[config.mk]
export PLATFORM = sky130hd
export DESIGN_NAME = inst_sequencer_flat
export DESIGN_NICKNAME = d
export VERILOG_FILES = /design/src/rtl/inst_sequencer_if.sv /design/src/rtl/inst_sequencer.sv /design/src/flat_wrapper.sv
export SDC_FILE = /design/constraint.sdc
export NUM_CORES = 1
export LEC_CHECK = 0
export ABC_CLOCK_PERIOD_IN_PS = 3100
export BUFFER_PORTS_ARGS = -buffer_cell sky130_fd_sc_hd__buf_4
export CORE_ASPECT_RATIO = 2
export CORE_UTILIZATION = 40
export CTS_CLUSTER_DIAMETER = 30
export DETAILED_ROUTE_END_ITERATION = 16
export PLACE_DENSITY = 0.7
export SYNTH_ARGS = -nofsm -noshare
export SYNTH_HDL_FRONTEND = slang
export SYNTH_SLANG_ARGS = --single-unit
[constraint.sdc]
create_clock -name clk -period 3.1 [get_ports clk]
set_clock_uncertainty 0.2 [all_clocks]
set_input_delay 0.62 -clock clk [delete_from_list [all_inputs] [get_ports clk]]
set_output_delay 0.62 -clock clk [all_outputs]
set_load 0.05 [all_outputs]
[src/rtl/inst_sequencer_if.sv]
// Bundles the memory handshake and control-decoder signals of the
// instruction sequencer. The sequencer connects through the slave modport;
// the memory/decoder side (or a testbench) uses the master modport.
interface inst_sequencer_if;
  logic [7:0]  mem_data;
  logic        mem_valid;
  logic        J;
  logic        LJ;
  logic [15:0] jump_target;
  logic        WC;
  logic        carry_in;
  logic [7:0]  inst;
  logic        cycle;
  logic        carry;
  logic [15:0] pc;
  logic        fetch;
  logic        exec;
  logic        retire;

  modport slave (
    input  mem_data, mem_valid, J, LJ, jump_target, WC, carry_in,
    output inst, cycle, carry, pc, fetch, exec, retire
  );

  modport master (
    output mem_data, mem_valid, J, LJ, jump_target, WC, carry_in,
    input  inst, cycle, carry, pc, fetch, exec, retire
  );
endinterface

[src/rtl/inst_sequencer.sv]
// Three-state instruction sequencer: FETCH latches an instruction byte,
// EXEC0 runs single-cycle instructions (or waits on the data access of a
// memory instruction), EXEC1 finishes memory instructions. The program
// counter, instruction register and carry flag live here.
module inst_sequencer #(
  parameter logic [15:0] RESET_PC = 16'h0000
) (
  input logic            clk,
  input logic            rst,
  inst_sequencer_if.slave bus
);

  typedef enum logic [1:0] {
    S_FETCH = 2'd0,
    S_EXEC0 = 2'd1,
    S_EXEC1 = 2'd2
  } state_t;

  state_t      r_state;
  state_t      w_state_nxt;
  logic [15:0] r_pc;
  logic [15:0] w_pc_nxt;
  logic [7:0]  r_inst;
  logic [7:0]  w_inst_nxt;
  logic        r_carry;
  logic        w_carry_nxt;
  logic        r_retire;
  logic        w_commit;

  // Next-state logic: everything holds unless the current state acts on it.
  always_comb begin
    w_state_nxt = r_state;
    w_pc_nxt    = r_pc;
    w_inst_nxt  = r_inst;
    w_carry_nxt = r_carry;
    w_commit    = 1'b0;

    case (r_state)
      S_FETCH: begin
        if (bus.mem_valid) begin
          w_inst_nxt  = bus.mem_data;
          w_pc_nxt    = r_pc + 16'd1;
          w_state_nxt = S_EXEC0;
        end
      end
      S_EXEC0: begin
        if (!r_inst[7]) begin
          // Single-cycle instruction commits here; only LJ may redirect.
          w_commit    = 1'b1;
          w_state_nxt = S_FETCH;
          if (bus.LJ) begin
            w_pc_nxt = bus.jump_target;
          end
        end else if (bus.mem_valid) begin
          // Memory instruction: data access done, finish in EXEC1.
          w_state_nxt = S_EXEC1;
        end
      end
      S_EXEC1: begin
        w_commit    = 1'b1;
        w_state_nxt = S_FETCH;
        if (bus.J) begin
          w_pc_nxt = bus.jump_target;
        end
      end
      default: begin
        w_state_nxt = S_FETCH;
      end
    endcase

    // Carry is only ever written on a commit edge.
    if (w_commit && bus.WC) begin
      w_carry_nxt = bus.carry_in;
    end
  end

  // State register; reset discards any in-flight instruction without commit.
  always_ff @(posedge clk) begin
    if (rst) begin
      r_state  <= S_FETCH;
      r_pc     <= RESET_PC;
      r_inst   <= 8'h00;
      r_carry  <= 1'b0;
      r_retire <= 1'b0;
    end else begin
      r_state  <= w_state_nxt;
      r_pc     <= w_pc_nxt;
      r_inst   <= w_inst_nxt;
      r_carry  <= w_carry_nxt;
      r_retire <= w_commit;
    end
  end

  // Outputs are pure decodes of registered state.
  assign bus.inst   = r_inst;
  assign bus.pc     = r_pc;
  assign bus.carry  = r_carry;
  assign bus.retire = r_retire;
  assign bus.fetch  = (r_state == S_FETCH);
  assign bus.exec   = (r_state == S_EXEC0) || (r_state == S_EXEC1);
  assign bus.cycle  = (r_state == S_EXEC1);

endmodule

[src/flat_wrapper.sv]
// flat-port wrapper written by rule: the top's interface ports become plain ports
module inst_sequencer_flat 
#(
  parameter logic [15:0] RESET_PC = 16'h0000
)
  (clk, rst, bus_mem_data, bus_mem_valid, bus_J, bus_LJ, bus_jump_target, bus_WC, bus_carry_in, bus_inst, bus_cycle, bus_carry, bus_pc, bus_fetch, bus_exec, bus_retire);
  inst_sequencer_if bus_i ();
  input logic clk;
  input logic rst;
  input wire logic [$bits(bus_i.mem_data)-1:0] bus_mem_data;
  input wire logic [$bits(bus_i.mem_valid)-1:0] bus_mem_valid;
  input wire logic [$bits(bus_i.J)-1:0] bus_J;
  input wire logic [$bits(bus_i.LJ)-1:0] bus_LJ;
  input wire logic [$bits(bus_i.jump_target)-1:0] bus_jump_target;
  input wire logic [$bits(bus_i.WC)-1:0] bus_WC;
  input wire logic [$bits(bus_i.carry_in)-1:0] bus_carry_in;
  output wire logic [$bits(bus_i.inst)-1:0] bus_inst;
  output wire logic [$bits(bus_i.cycle)-1:0] bus_cycle;
  output wire logic [$bits(bus_i.carry)-1:0] bus_carry;
  output wire logic [$bits(bus_i.pc)-1:0] bus_pc;
  output wire logic [$bits(bus_i.fetch)-1:0] bus_fetch;
  output wire logic [$bits(bus_i.exec)-1:0] bus_exec;
  output wire logic [$bits(bus_i.retire)-1:0] bus_retire;
  assign bus_i.mem_data = bus_mem_data;
  assign bus_i.mem_valid = bus_mem_valid;
  assign bus_i.J = bus_J;
  assign bus_i.LJ = bus_LJ;
  assign bus_i.jump_target = bus_jump_target;
  assign bus_i.WC = bus_WC;
  assign bus_i.carry_in = bus_carry_in;
  assign bus_inst = bus_i.inst;
  assign bus_cycle = bus_i.cycle;
  assign bus_carry = bus_i.carry;
  assign bus_pc = bus_i.pc;
  assign bus_fetch = bus_i.fetch;
  assign bus_exec = bus_i.exec;
  assign bus_retire = bus_i.retire;
  inst_sequencer #(.RESET_PC(RESET_PC)) u_core (.clk(clk), .rst(rst), .bus(bus_i));
endmodule
==> out/results.txt, run 1 <==
routed via count -> 1677
Hold-fix buffers, CTS -> 0
Tmin final -> 2420 ps
CP max-delay cell -> ha_1
clock root cell -> clkbuf_8
final wirelength -> 4.19 mm
CP peak stage delay -> 560 ps
Reg power frac -> 40.2%
Clock Latency Late Sink -> 270 ps
PortBufs -> 59
Post-Syn Area -> 1550 µm²
ranking of synthesized cells by area -> dfxtp_1, nand2_1, a21oi_1, ha_1, nor2_1
total negative setup slack -> 0 ps
Final Hold Fails -> 0
first-pass GRT wire length -> 6.73 mm
ant diodes -> 0
Max-slew headroom -> 65.0%
die width -> 46 µm
unrepaired setup endpoints after global routing -> false
Async S/R FF share, synth -> 0%
pin count of the biggest net entering global routing -> 28
hold_ws -> 259 ps
Crit. End Element -> primary output
Yosys cell types -> 35
Global Route Usage Sum -> 21.2%
Leak -> 0.865 nW
die area -> 4140 µm²
final net count -> 293
EDFF count, synth -> 0
crit path launch type -> flop
wire per inst -> 13.8 µm
vias in the first global route -> 1510
crit-path cells -> inv_1, ha_1, buf_4
Synth Register Bits -> 28
share of layout cells above drive strength 1 -> 28.0%
layout overhead on the synthesized area -> 32.6%
Pins Over Slew Limit -> 0
CP required -> 2280 ps
worst min-delay path category -> reg2reg
Post-Synthesis Cells -> 202
peak supply drop -> 0.325 mV
worst-path fanout max -> 13
maximum clock frequency -> 413 MHz
crit path DAT -> 1600 ps
I/O pin total -> 60
yosys warns -> 0
drc violations -> 0
Tightest Pin Transition -> 521 ps
Final Cycle Share -> 78.1%
Syn Nets -> 239
H-tree lvl count -> 1
ANT nets after route -> 0
initial drt markers -> 29
max-cap violations -> 0
FP Rows -> 31
Vias per Instance -> 5.53
PostCTS Resize Cnt -> 0
Congestion Overflow GR -> 0
drt first pass iters -> 4
initial antenna violation count -> 0
CTS Sinks -> 28
run status -> finished, final reports clean
Combinational Power Share -> 42.1%
clock share of power -> 17.8%
Power Density -> 538 nW/µm²
ys flop type -> dfxtp_1
Placeable Area -> 3650 µm²
Syn Area/Cell -> 7.67 µm²
Net Switching -> 0.456 mW
post-synth top area share -> 36.2%
CTS tree -> done
clk buf depth -> 2
Synth area leader -> dfxtp_1
Initial Utilization -> 42.5%
Post-DP HPWL -> 3.18 mm
type of the worst setup path -> reg2out
endpoints failing setup -> 0
clk slew on worst S/H paths -> 90 ps
commonest non-fill, non-tap cell in the layout -> buf_4
Switching Share -> 41.3%
TritonCTS Buffers -> 3
Seq/Total Area, Yosys -> 36.2%
Placer Congestion -> 0.841
Post-CTS Setup Inserts -> 0
internal power -> 0.648 mW
die height -> 90.0 µm
commonest non-fill, non-tap cells in the layout -> buf_4, nand2_1, dfxtp_1, a21oi_1, nor2_1
worst max-delay path: cells and delay by family (launching register included):
family | cells | cell delay, ps
adder cells (fa/ha/maj) | 1 | 560
buffers and inverters | 2 | 370
flip-flops | 1 | 390
through the flow:
stage	util (%)	std cells	setup WS, ps	area (µm²)	power [mW]
3_3_place_gp	55.2	300	785	2010	0.913
2_1_floorplan	-	202	580	1550	0.782
4_1_cts	56.3	303	654	2050	1.11
5_1_grt	56.3	303	551	2050	1.17
3_5_place_dp	55.2	300	734	2010	0.918
6_report	56.3	303	680	2050	1.10
area by class of cell:
class | instances | area [µm²]
fillers | 386 | 1590
clock buffers | 3 | 41.3
repair buffers | 63 | 473
well taps | 49 | 61.3
flip-flops and latches | 28 | 561
inverters | 5 | 20.0
multi-input cells | 155 | 897
sequential cells by signal (all words and copies together), names as in the netlist:
| signal | count |
|---|---|
| u_core.bus.carry | 1 |
| u_core.bus.retire | 1 |
| u_core.bus.pc | 16 |
| u_core.r_state | 2 |
| u_core.bus.inst | 8 |
worst paths after layout:
kind	startpoint	end	slack (ps)	depth (start not counted)
max	u_core.r_state[0]	bus_exec	680	3
min	u_core.bus.inst[3]	u_core.bus.inst[3]	260	2
max reg2reg	u_core.r_state[0]	u_core.bus.pc[0]	720	7
min reg2reg	u_core.bus.inst[3]	u_core.bus.inst[3]	260	2
cells in the mapped netlist (4+ instances only):
master / number
nor2b_1: 4
ha_1: 6
nor2_1: 18
nand2_1: 33
dfxtp_1: 28
o21ai_0: 5
clkbuf_1: 8
o31ai_1: 4
o21ai_1: 10
a31oi_1: 5
nand3_1: 12
inv_1: 4
a21oi_1: 24
a32o_1: 5
power by group through the flow:
| stage | clock, mW | combinational (mW) | sequential (mW) |
|---|---|---|---|
| 2_1_floorplan | 0 | 0.228 | 0.555 |
| 3_3_place_gp | 0 | 0.463 | 0.450 |
| 3_5_place_dp | 0 | 0.466 | 0.451 |
| 4_1_cts | 0.204 | 0.467 | 0.443 |
| 5_1_grt | 0.219 | 0.502 | 0.451 |
| 6_report | 0.196 | 0.464 | 0.444 |
layer usage:
layer / track usage, % / wire length [µm] / up-vias
li1: - / - / 830
met5: 0 / 0 / -
met4: 10.0 / 129 / 0
met2: 36.9 / 2360 / 57
met3: 2.41 / 159 / 12
met1: 23.8 / 1550 / 778
cell families after synthesis:
logic type / after synthesis / share of synthesized area, %
DFF: 28 / 36.2
and+or+nand+nor: 82 / 25.3
buffers and inverters: 19 / 5.90
AOI/OAI and AO/OA: 64 / 25.8
muxes: 3 / 1.94
adders and majority gates: 6 / 4.85
No activity file was read; power rests on OpenSTA's default activity.
==> run 2, diff against run 1 <==
--- a/config.mk
+++ b/config.mk
@@ -5,7 +5,7 @@
 export SDC_FILE = /design/constraint.sdc
 export NUM_CORES = 1
 export LEC_CHECK = 0
-export ABC_CLOCK_PERIOD_IN_PS = 3100
+export ABC_CLOCK_PERIOD_IN_PS = 2300
 export BUFFER_PORTS_ARGS = -buffer_cell sky130_fd_sc_hd__buf_4
 export CORE_ASPECT_RATIO = 2
 export CORE_UTILIZATION = 40
==> constraint.sdc (replaced) <==
create_clock -name clk -period 2.3 [get_ports clk]
set_clock_uncertainty 0.2 [all_clocks]
set_input_delay 0.46 -clock clk [delete_from_list [all_inputs] [get_ports clk]]
set_output_delay 0.46 -clock clk [all_outputs]
set_load 0.05 [all_outputs]
==> out/results.txt, run 2 (synthesis gave the netlist of run 1 again) <==
run status -> finished, final reports clean
Leak -> 0.913 nW (+5.6%)
peak supply drop -> 0.502 mV (+54%)
CP peak stage delay -> 550 ps (about the same)
layout overhead on the synthesized area -> 38.8%
TritonCTS Buffers -> 3 (unchanged)
Tmin final -> 2160 ps
Setup crit start -> u_core.r_state[1]
pin count of the biggest net entering global routing -> 34 (+21%)
wire per inst -> 15.2 µm (+9.8%)
CTS Sinks -> 28 (unchanged)
PortBufs -> 59 (unchanged)
Crit. End Element -> flop
clk buf depth -> 2 (unchanged)
worst-path fanout max -> 9 (-4)
hold path startpoint -> bus_carry_in
Max-slew headroom -> 64.0% (-0.95 points)
I/O pin total -> 60 (unchanged)
CP max-delay cell -> or4_4
commonest non-fill, non-tap cell in the layout -> buf_4
max-cap violations -> 0 (unchanged)
maximum clock frequency -> 464 MHz
drc violations -> 0 (unchanged)
Pins Over Slew Limit -> 0 (unchanged)
ant diodes -> 0 (unchanged)
Congestion Overflow GR -> 0 (unchanged)
final worst slack -> 144 ps (-536 ps)
Final Cycle Share -> 93.8%
routed via count -> 1716 (+2.3%)
CTS tree -> done
initial drt markers -> 42 (+45%)
die area -> 4140 µm² (unchanged)
commonest non-fill, non-tap cells in the layout -> buf_4, nand2_1, dfxtp_1, a21oi_1, nor2_1
max reg flops -> 16 (unchanged)
FP Rows -> 31 (unchanged)
share of layout cells above drive strength 1 -> 32.3% (+4.4 points)
type of the worst setup path -> reg2reg
worst reg2reg path startpoint -> u_core.r_state[1]
Tightest Pin Transition -> 535 ps (+14.1 ps)
clock root cell -> clkbuf_8
ANT nets after route -> 0 (unchanged)
crit path launch type -> flop
total negative setup slack -> 0 ps (unchanged)
drt first pass iters -> 4 (unchanged)
Initial Utilization -> 42.5% (unchanged)
unrepaired setup endpoints after global routing -> false
Global Route Usage Sum -> 23.6% (+2.3 points)
initial antenna violation count -> 0 (unchanged)
Post-DP HPWL -> 3.48 mm (+9.4%)
die width -> 46 µm (unchanged)
final net count -> 301 (+2.7%)
clk slew on worst S/H paths -> 100 ps (about the same)
CP Buf/Inv Count -> 2 (unchanged)
final wirelength -> 4.74 mm (+13%)
Placer Congestion -> 0.903 (+7.4%)
endpoints failing setup -> 0 (unchanged)
worst min-delay path category -> in2reg
Final Hold Fails -> 0 (unchanged)
die height -> 90.0 µm (unchanged)
Placeable Area -> 3650 µm² (unchanged)
crit-path cells -> inv_1, ha_1, nand2_1, o21ai_2, or4_4, buf_4, o21ai_0, a21oi_1
dpl ws -> 62.5 ps (-672 ps)
vias in the first global route -> 1677 (+11%)
H-tree lvl count -> 1 (unchanged)
family with the most delay on the worst path -> simple AND/OR/NAND/NOR gates
Clock Latency Late Sink -> 280 ps (about the same)
Pwr Total -> 1.59 mW (+44%)
crit path DAT -> 2120 ps (+520 ps)
Power Density -> 740 nW/µm² (+38%)
first-pass GRT wire length -> 7.40 mm (+9.9%)
Vias per Instance -> 5.50 (-0.63%)
CP required -> 2270 ps (about the same)
==> run 2: cell count changes in the layout (fill, tap and decap cells not counted), sizes merged <==
cell,delta
buf,+8
clkbuf,+1
==> run 2: worst paths after layout <==
check,depth (start not counted),endpoint,slack [ps]
min,3,u_core.bus.carry,220
max reg2reg,8,u_core.bus.pc[2],140
min reg2reg,2,u_core.bus.inst[4],260
max,8,u_core.bus.pc[2],140
==> run 2: cell type report <==
class	count	area, µm²
fillers	386	1500
multi-input cells	155	912
flip-flops and latches	28	564
repair buffers	71	537
well taps	49	61.3
clock buffers	4	55.1
inverters	5	20.0
==> run 2: stage by stage <==
| step | cell area, µm² | hold slack, ps | util, % | std cells |
|---|---|---|---|---|
| after global routing | 2150 | 226 | 59.0 | 312 |
| after floorplan | 1570 | 323 | - | 202 |
| after CTS | 2130 | 218 | 58.4 | 310 |
| final | 2150 | 218 | 59.0 | 312 |
| after global placement | 2070 | 243 | 56.9 | 306 |
| after detailed placement | 2070 | 248 | 56.9 | 306 |
==> run 2: worst register-to-register path, cell delays in order, from the launching register on <==
cell     delay (ps)
dfxtp_2         370
inv_1           100
ha_1            220
nand2_1         100
o21ai_2          80
or4_4           550
buf_4           190
o21ai_0         160
a21oi_1          80
==> run 2: per-layer routing <==
metal | track usage, % | wire (µm) | up-vias
met3 | 2.41 | 158 | 13
met5 | 0 | 0 | -
met1 | 24.2 | 1690 | 796
li1 | - | - | 850
met2 | 43.5 | 2760 | 57
met4 | 10.3 | 134 | 0
==> run 2: timing repair <==
action,in CTS,in global routing
hold buffers,0,0
resized for setup,0,2
buffers inserted,0,2
setup endpoints to repair,0,11
==> run 2: where the power goes <==
part	internal [mW]	switching (mW)	leakage [nW]
clock network	0.154	0.161	0.0288
registers	0.536	0.0579	0.230
logic	0.253	0.430	0.654
total	0.943	0.649	0.913
